`src/rtl/hc02_pkg.sv`:
```
// hc02_pkg: shared defaults and the debounce counter width helper for hc02 input conditioning.
package hc02_pkg;
  localparam int HC02_SYNC_STAGES_DEF     = 2;
  localparam int HC02_DEBOUNCE_CYCLES_DEF = 16;
  function automatic int hc02_cnt_w(input int cycles);
    return (cycles <= 2) ? 1 : $clog2(cycles);
  endfunction
endpackage

```
`src/rtl/hc02_in_chan.sv`:
```
// hc02_in_chan: one input channel -- synchronizer, debounce counter, stable level and change pulse.
// Change pulse register exists only when HC02_IN_CHG_PULSE_EN is defined.
module hc02_in_chan
  import hc02_pkg::*;
#(
  parameter int SYNC_STAGES     = HC02_SYNC_STAGES_DEF,
  parameter int DEBOUNCE_CYCLES = HC02_DEBOUNCE_CYCLES_DEF
) (
  input  logic clk,
  input  logic rst,
  input  logic raw_i,
  output logic clean_o,
  output logic chg_o,
  output logic idle_o
);
  localparam int CW = hc02_cnt_w(DEBOUNCE_CYCLES);
  logic [SYNC_STAGES-1:0] sync_q;
  logic                   s_q, s_d;
  logic [CW-1:0]          cnt_q, cnt_d;
  logic                   differs, accept;
  assign differs = sync_q[SYNC_STAGES-1] != s_q;
  assign accept  = differs && (cnt_q == CW'(DEBOUNCE_CYCLES - 1));
  always_comb begin
    s_d   = accept ? sync_q[SYNC_STAGES-1] : s_q;
    cnt_d = (differs && !accept) ? cnt_q + 1'b1 : '0;
  end
  always_ff @(posedge clk) begin
    if (rst) begin
      sync_q <= '0;
      s_q    <= 1'b0;
      cnt_q  <= '0;
    end else begin
      sync_q <= {sync_q[SYNC_STAGES-2:0], raw_i};
      s_q    <= s_d;
      cnt_q  <= cnt_d;
    end
  end
`ifdef HC02_IN_CHG_PULSE_EN
  logic chg_q;
  always_ff @(posedge clk) begin
    if (rst) chg_q <= 1'b0;
    else     chg_q <= accept;
  end
  assign chg_o = chg_q;
`else
  assign chg_o = 1'b0;
`endif
  assign clean_o = s_q;
  assign idle_o  = !differs && (cnt_q == '0);
endmodule

```
`src/rtl/hc02_in_cond.sv`:
```
// hc02_in_cond: synchronize and debounce pads A/B for the hc02 NOR core; flags when both are settled.
// Optional change pulses controlled by HC02_IN_CHG_PULSE_EN.
module hc02_in_cond
  import hc02_pkg::*;
#(
  parameter int SYNC_STAGES     = HC02_SYNC_STAGES_DEF,
  parameter int DEBOUNCE_CYCLES = HC02_DEBOUNCE_CYCLES_DEF
) (
  input  logic clk,
  input  logic rst,
  input  logic a_raw,
  input  logic b_raw,
  output logic a_clean,
  output logic b_clean,
  output logic a_chg,
  output logic b_chg,
  output logic settled
);
  logic a_idle, b_idle, settled_q;
  hc02_in_chan #(.SYNC_STAGES(SYNC_STAGES), .DEBOUNCE_CYCLES(DEBOUNCE_CYCLES)) u_a (
    .clk(clk), .rst(rst), .raw_i(a_raw), .clean_o(a_clean), .chg_o(a_chg), .idle_o(a_idle)
  );
  hc02_in_chan #(.SYNC_STAGES(SYNC_STAGES), .DEBOUNCE_CYCLES(DEBOUNCE_CYCLES)) u_b (
    .clk(clk), .rst(rst), .raw_i(b_raw), .clean_o(b_clean), .chg_o(b_chg), .idle_o(b_idle)
  );
  always_ff @(posedge clk) begin
    if (rst) settled_q <= 1'b0;
    else     settled_q <= a_idle && b_idle;
  end
  assign settled = settled_q;
endmodule

```
`config.mk`:
```
export PLATFORM = sky130hd
export DESIGN_NAME = hc02_in_cond
export DESIGN_NICKNAME = d
export VERILOG_FILES = /design/src/rtl/hc02_pkg.sv /design/src/rtl/hc02_in_chan.sv /design/src/rtl/hc02_in_cond.sv
export SDC_FILE = /design/constraint.sdc
export NUM_CORES = 1
export LEC_CHECK = 0
export CORE_AREA = 5 5 42 44
export CTS_CLUSTER_DIAMETER = 40
export CTS_CLUSTER_SIZE = 10
export DETAILED_ROUTE_END_ITERATION = 16
export DIE_AREA = 0 0 47 49
export DONT_BUFFER_PORTS = 1
export PLACE_DENSITY_LB_ADDON = 0.1
export SLEW_MARGIN = 10
export SYNTH_ARGS = -nofsm -noshare
export SYNTH_HDL_FRONTEND = slang
export SYNTH_SLANG_ARGS = --single-unit
```
`constraint.sdc`:
```
create_clock -name clk -period 1.5 [get_ports clk]
set_clock_uncertainty 0.15 [all_clocks]
set_input_delay 0.225 -clock clk [delete_from_list [all_inputs] [get_ports clk]]
set_output_delay 0.225 -clock clk [all_outputs]
set_load 0.05 [all_outputs]
```
==> run metrics, run 1 <==
n_diodes 0; Placeable Area ~1400 µm²; post-DP HPWL approximately 610 µm; critical setup path kind flop to flop; IO Port Bufs 0; antenna violations before repair 0; vias in the first global route 353; Tcrit/Tclk final 0.940; asr flop ratio synth 0; Top FF cell, synth dfxtp_1; Seq/Total Area, Yosys 0.495; yosys warns 0; share of the synthesized area in the top cell type 0.495; Post-Syn Area slightly above 600 µm²; top cells by count, synth dfxtp_1 (15), nor2_1 (8), inv_1 (6); final setup vio count 0; critical path data required time 1.57 ns; Nets between 70 and 80; CP max stage delay around 0.41 ns; Power Dens Cells around 1000 nW/µm²; Final ANT Viol Nets 0; fin. max-slew vios 0; later-pin clock latency in the skew report between 0.2 and 0.3 ns; top-count cell post-synth dfxtp_1; Detailed Route Iter0 Violations 5; Die X between 40 and 50 µm; largest net degree at the start of global routing 9; ranking of synthesized cells by area dfxtp_1 (49%), ha_1 (8.2%), xnor2_1 (5.8%); row cnt 14; gpl congestion 0.736; global route overflow 0; DRT Pass-1 Iters 4; Post-synth EDFFs 0; num ports 9; Area Overhead vs Synth 12.8%; Post-CTS Setup Inserts 0; Tmin final 1.41 ns; cts hold-fix bufs 3; routed len/inst 9.80 µm; Static Leak roughly 0.28 nW; CTS clk-pin slew, worst paths about 0.090 ns; share of layout cells above drive strength 1 0.134; setup TNS 0 ns; residual DRC count 0; Post-Synthesis Cells 60; Hold WS 0.00212 ns; RSZ-0062 raised after global routing false; post_cts resized 0; max-cap viol count 0; top cell type by total area after synthesis dfxtp_1; Fillers 141; TritonCTS clock tree done; CTS buffer count 3; outcome complete, no violations; path type of the worst min-delay path primary input to flop; GRT Total Usage 0.0843; Worst Hold Launch rst; Max Clk Rate 709 MHz; first-pass GRT wire length between 1 and 1.5 mm; CTS Sinks 15; Avg Synthesized Cell Area 10.1 µm²; starting density of the core 0.433; critical path fanouts, max 4; die area ~2300 µm²; crit-path cells ha_1, nand3_1, or3b_1, nor2_1; critical path data arrival time about 1.5 ns; CTS max path bufs 2; Final Hold Fails 0; count of cell types in the netlist 15; CTS root buf clkbuf_4; Routed WL slightly above 800 µm; routed vias approximately 370; Worst Setup Start Kind flop; vias per inst roughly 4.5; synthesized flop and latch total 15; RR Startpoint u_a.cnt_q[0]$_SDFF_PP0_; CP max-delay cell or3b_1; Crit. End Element flop; die height ~49 µm; R2R setup slack between 0.08 and 0.09 ns; htree depth 1; Peak VDD IR 0.541 mV; crit path from u_a.cnt_q[0]$_SDFF_PP0_
worst paths after layout:
path | to | cells after the start
max | u_a.cnt_q[3]$_SDFF_PP0_ | 4
min | settled$_SDFF_PP0_ | 3
max reg2reg | u_a.cnt_q[3]$_SDFF_PP0_ | 4
min reg2reg | u_b.sync_q[1]$_SDFF_PP0_ | 1
stage by stage:
step / area [µm²] / cells / worst slack (ns) / util / total power, W
3_5_place_dp: 628 / 76 / 0.0988 / 0.448 / 0.000458
5_1_grt: 684 / 83 / 0.00283 / 0.488 / 0.000713
2_1_floorplan: 613 / 61 / 0.176 / - / 0.000462
3_3_place_gp: 628 / 76 / 0.101 / 0.448 / 0.000458
6_report: 684 / 83 / 0.0899 / 0.488 / 0.000681
4_1_cts: 684 / 83 / 0.0764 / 0.488 / 0.000691
layer usage:
metal / global-route usage / share of wire / up-vias
li1: - / - / 201
met3: 0.0295 / 0.068 / 2
met1: 0.123 / 0.53 / 163
met2: 0.106 / 0.39 / 6
met5: 0 / 0 / -
met4: 0.0415 / 0.011 / 0
flip-flops by register name, summed over array words and instances (netlist names):
register,flops
settled,1
u_a.cnt_q,4
u_b.clean_o,1
u_a.clean_o,1
u_a.sync_q,2
u_b.cnt_q,4
u_b.sync_q,2
critical path, delay by kind of cell, from the launching register on:
kind                     cells  cell delay, ns
AND/OR/NAND/NOR              3            0.63
flip-flops                   1            0.34
adder cells (fa/ha/maj)      1            0.23
cell type report:
type / count / area, µm² / area share
Clock buffer: 4 / 26.3 / 0.0384
Inverter: 6 / 22.5 / 0.0329
Multi-Input combinational cell: 37 / 268 / 0.391
Sequential cell: 15 / 303 / 0.442
Tap cell: 16 / 20.0 / 0.0293
Timing Repair Buffer: 5 / 45.0 / 0.0658
kinds of logic after synthesis:
logic type / count (synthesis) / share of synthesized area
and+or+nand+nor: 23 / 0.227
DFF: 15 / 0.495
buffers and inverters: 9 / 0.0701
xor gates and xnor gates: 6 / 0.0866
adders and majority gates: 4 / 0.0825
muxes: 2 / 0.0330
other: 1 / 0.00618
cells in the final DEF, fill, tap and decap left out:
master,instances
clkbuf_1,1
nor2_1,8
xnor2_1,4
nor4b_2,2
nor2b_1,4
or3b_1,2
buf_4,2
nand3_1,5
conb_1,2
inv_1,6
mux2i_1,2
clkbuf_4,3
ha_1,4
dfxtp_1,13
dlygate4sd3_1,3
nor3_1,2
xor2_1,2
dfxtp_2,2
where the power goes:
part / internal, W / switching [W]
Sequential: 0.000407 / 0.0000126
Combinational: 0.0000155 / 0.0000218
Clock: 0.000103 / 0.000121
Total: 0.000525 / 0.000156
Note: power is estimated with default switching activity, not from simulation.
==> run 2: changes to the inputs <==
Settings changed: ABC_CLOCK_PERIOD_IN_PS set to 1590.
Clock period 1.5 ns to 1.59 ns, I/O delays scaled along.
==> run metrics, run 2 (synthesized netlist as in run 1, its figures left out) <==
commonest non-fill, non-tap cell in the layout dfxtp_1 (unchanged); Routed WL 865 µm (was 813 µm); CTS max path bufs 2 (unchanged); Max Clk Rate 713 MHz (was 709 MHz); R2R setup slack 0.19 ns (was 0.09 ns); Min-Delay Endpoint settled$_SDFF_PP0_ (unchanged); residual DRC count 0 (unchanged); Final Hold Fails 0 (unchanged); Tcrit/Tclk final 0.883 (was 0.940); Top Registers u_a.cnt_q (4), u_b.cnt_q (4) (unchanged); IO Port Bufs 0 (unchanged); later-pin clock latency in the skew report 0.27 ns (about the same); Buf/Inv on CP 0 (unchanged); global route overflow 0 (unchanged); Detailed Route Iter0 Violations 4 (was 5); largest net degree at the start of global routing 9 (unchanged); Die X 47 µm (unchanged); CP max-delay cell or3b_1 (unchanged); TritonCTS clock tree done (unchanged); n_diodes 0 (unchanged); Post-CTS Setup Inserts 0 (unchanged); CTS root buf clkbuf_4 (unchanged); Tmin final 1.40 ns (was 1.41 ns); DRT Pass-1 Iters 4 (unchanged); Crit. End Element flop (unchanged); Hold WS 0.0102 ns (was 0.00212 ns); Fillers 136 (was 141); Placeable Area 1400 µm² (unchanged); routed len/inst 10.4 µm (was 9.80 µm); RSZ-0062 raised after global routing false (unchanged); fin. max-slew vios 0 (unchanged); crit-path cells ha_1, nand3_1, or3b_1, nor2_1 (unchanged); critical setup path kind flop to flop (unchanged); Nets 76 (unchanged); critical path data required time 1.66 ns (was 1.57 ns); most frequent cells in the layout dfxtp_1 (15), nor2_1 (8), inv_1 (6) (was dfxtp_1 (13), nor2_1 (8), inv_1 (6)); row cnt 14 (unchanged); Power Dens Cells 938 nW/µm² (was 995 nW/µm²); Area Overhead vs Synth 12.4% (was 12.8%); starting density of the core 0.433 (unchanged); post-DP HPWL 646 µm (was 615 µm); critical path fanouts, max 4 (unchanged); vias per inst 4.52 (was 4.48); critical path data arrival time 1.47 ns (was 1.48 ns); num ports 9 (unchanged); routed vias 375 (was 372); vias in the first global route 387 (was 353); die area 2300 µm² (unchanged); max-cap viol count 0 (unchanged); register area 300 µm² (was 303 µm²); outcome complete, no violations (unchanged); gpl congestion 0.752 (was 0.736); CTS Sinks 15 (unchanged); Top Family by Delay on Critical Path simple AND/OR/NAND/NOR gates (unchanged); CTS buffer count 3 (unchanged); Peak VDD IR 0.530 mV (was 0.541 mV); CP max stage delay 0.41 ns (about the same); capturing point of the worst reg2reg path u_a.cnt_q[3]$_SDFF_PP0_ (unchanged); Multi-input gate area 268 µm² (unchanged); RR Startpoint u_a.cnt_q[0]$_SDFF_PP0_ (unchanged); Hold Path Depth 3 (unchanged); setup TNS 0 ns (unchanged); CTS clk-pin slew, worst paths 0.09 ns (about the same); GRT Total Usage 0.0989 (was 0.0843); Worst Setup Start Kind flop (unchanged); final setup vio count 0 (unchanged); first-pass GRT wire length 1.64 mm (was 1.43 mm); path type of the worst min-delay path primary input to flop (unchanged); die height 49 µm (unchanged); Final ANT Viol Nets 0 (unchanged); antenna violations before repair 0 (unchanged); Reg2Reg Depth 4 (unchanged); Worst Hold Launch rst (unchanged); Static Leak 0.278 nW (was 0.279 nW); post_cts resized 0 (unchanged); total power 0.000639 W (was 0.000681 W); share of layout cells above drive strength 1 0.104 (was 0.134); htree depth 1 (unchanged)
## run 2: cell types whose count changed in the layout (fill, tap and decap cells not counted)
cell,change
dfxtp_1,+2
dfxtp_2,-2
## run 2: worst max path at each step
stage | from | endpoint | depth (start not counted)
6_report | u_a.cnt_q[0]$_SDFF_PP0_ | u_a.cnt_q[3]$_SDFF_PP0_ | 4
5_1_grt | u_b.cnt_q[0]$_SDFF_PP0_ | u_b.cnt_q[1]$_SDFF_PP0_ | 4
4_1_cts | u_a.cnt_q[0]$_SDFF_PP0_ | u_a.cnt_q[3]$_SDFF_PP0_ | 4
2_1_floorplan | u_b.clean_o$_SDFFE_PP0P_ | u_b.cnt_q[3]$_SDFF_PP0_ | 3
3_5_place_dp | u_a.cnt_q[0]$_SDFF_PP0_ | u_a.cnt_q[3]$_SDFF_PP0_ | 4
3_3_place_gp | u_a.cnt_q[0]$_SDFF_PP0_ | u_a.cnt_q[3]$_SDFF_PP0_ | 4
## run 2: metal layers
metal	global-route usage	share of wire	vias up
met5	0	0	-
met4	0.0553	0.016	0
met3	0.0406	0.075	2
met2	0.131	0.43	9
met1	0.131	0.48	163
li1	-	-	201
## run 2: worst reg2reg max path, stage by stage (launching register included)
cell and delay, ns:
dfxtp_1 0.34, ha_1 0.22, nand3_1 0.11, or3b_1 0.41
nor2_1 0.11
## run 2: metrics by stage
| stage | setup WS (ns) | utilization | cell area (µm²) | std cells |
|---|---|---|---|---|
| 6_report | 0.187 | 0.487 | 682 | 83 |
| 5_1_grt | 0.114 | 0.487 | 682 | 83 |
| 4_1_cts | 0.178 | 0.487 | 682 | 83 |
| 3_5_place_dp | 0.201 | 0.446 | 626 | 76 |
| 3_3_place_gp | 0.195 | 0.446 | 626 | 76 |
| 2_1_floorplan | 0.0700 | - | 611 | 61 |
## run 2: final cells by class
| class | count | share of cell area |
|---|---|---|
| flip-flops and latches | 15 | 0.440 |
| well taps | 16 | 0.0294 |
| clock buffers | 4 | 0.0385 |
| repair buffers | 5 | 0.0661 |
| inverters | 6 | 0.0330 |
| multi-input cells | 37 | 0.393 |
## run 2: where the power goes
group	internal [W]	total (W)	switching [W]
Sequential	0.000384	0.000396	0.0000120
Combinational	0.0000147	0.0000355	0.0000208
Clock	0.0000970	0.000208	0.000111
## run 2: what timing repair did
| item | 4_1_cts | 5_1_grt |
|---|---|---|
| hold buffers | 3 | 0 |
| setup endpoints to repair | 0 | 0 |
| hold endpoints to repair | 8 | 0 |
==> run 3: changes to the inputs <==
Settings changed: CTS_CLUSTER_DIAMETER 40 to 120.
==> results of run 3 <==
The final DEF is identical to that of run 2; final timing and power are the same.
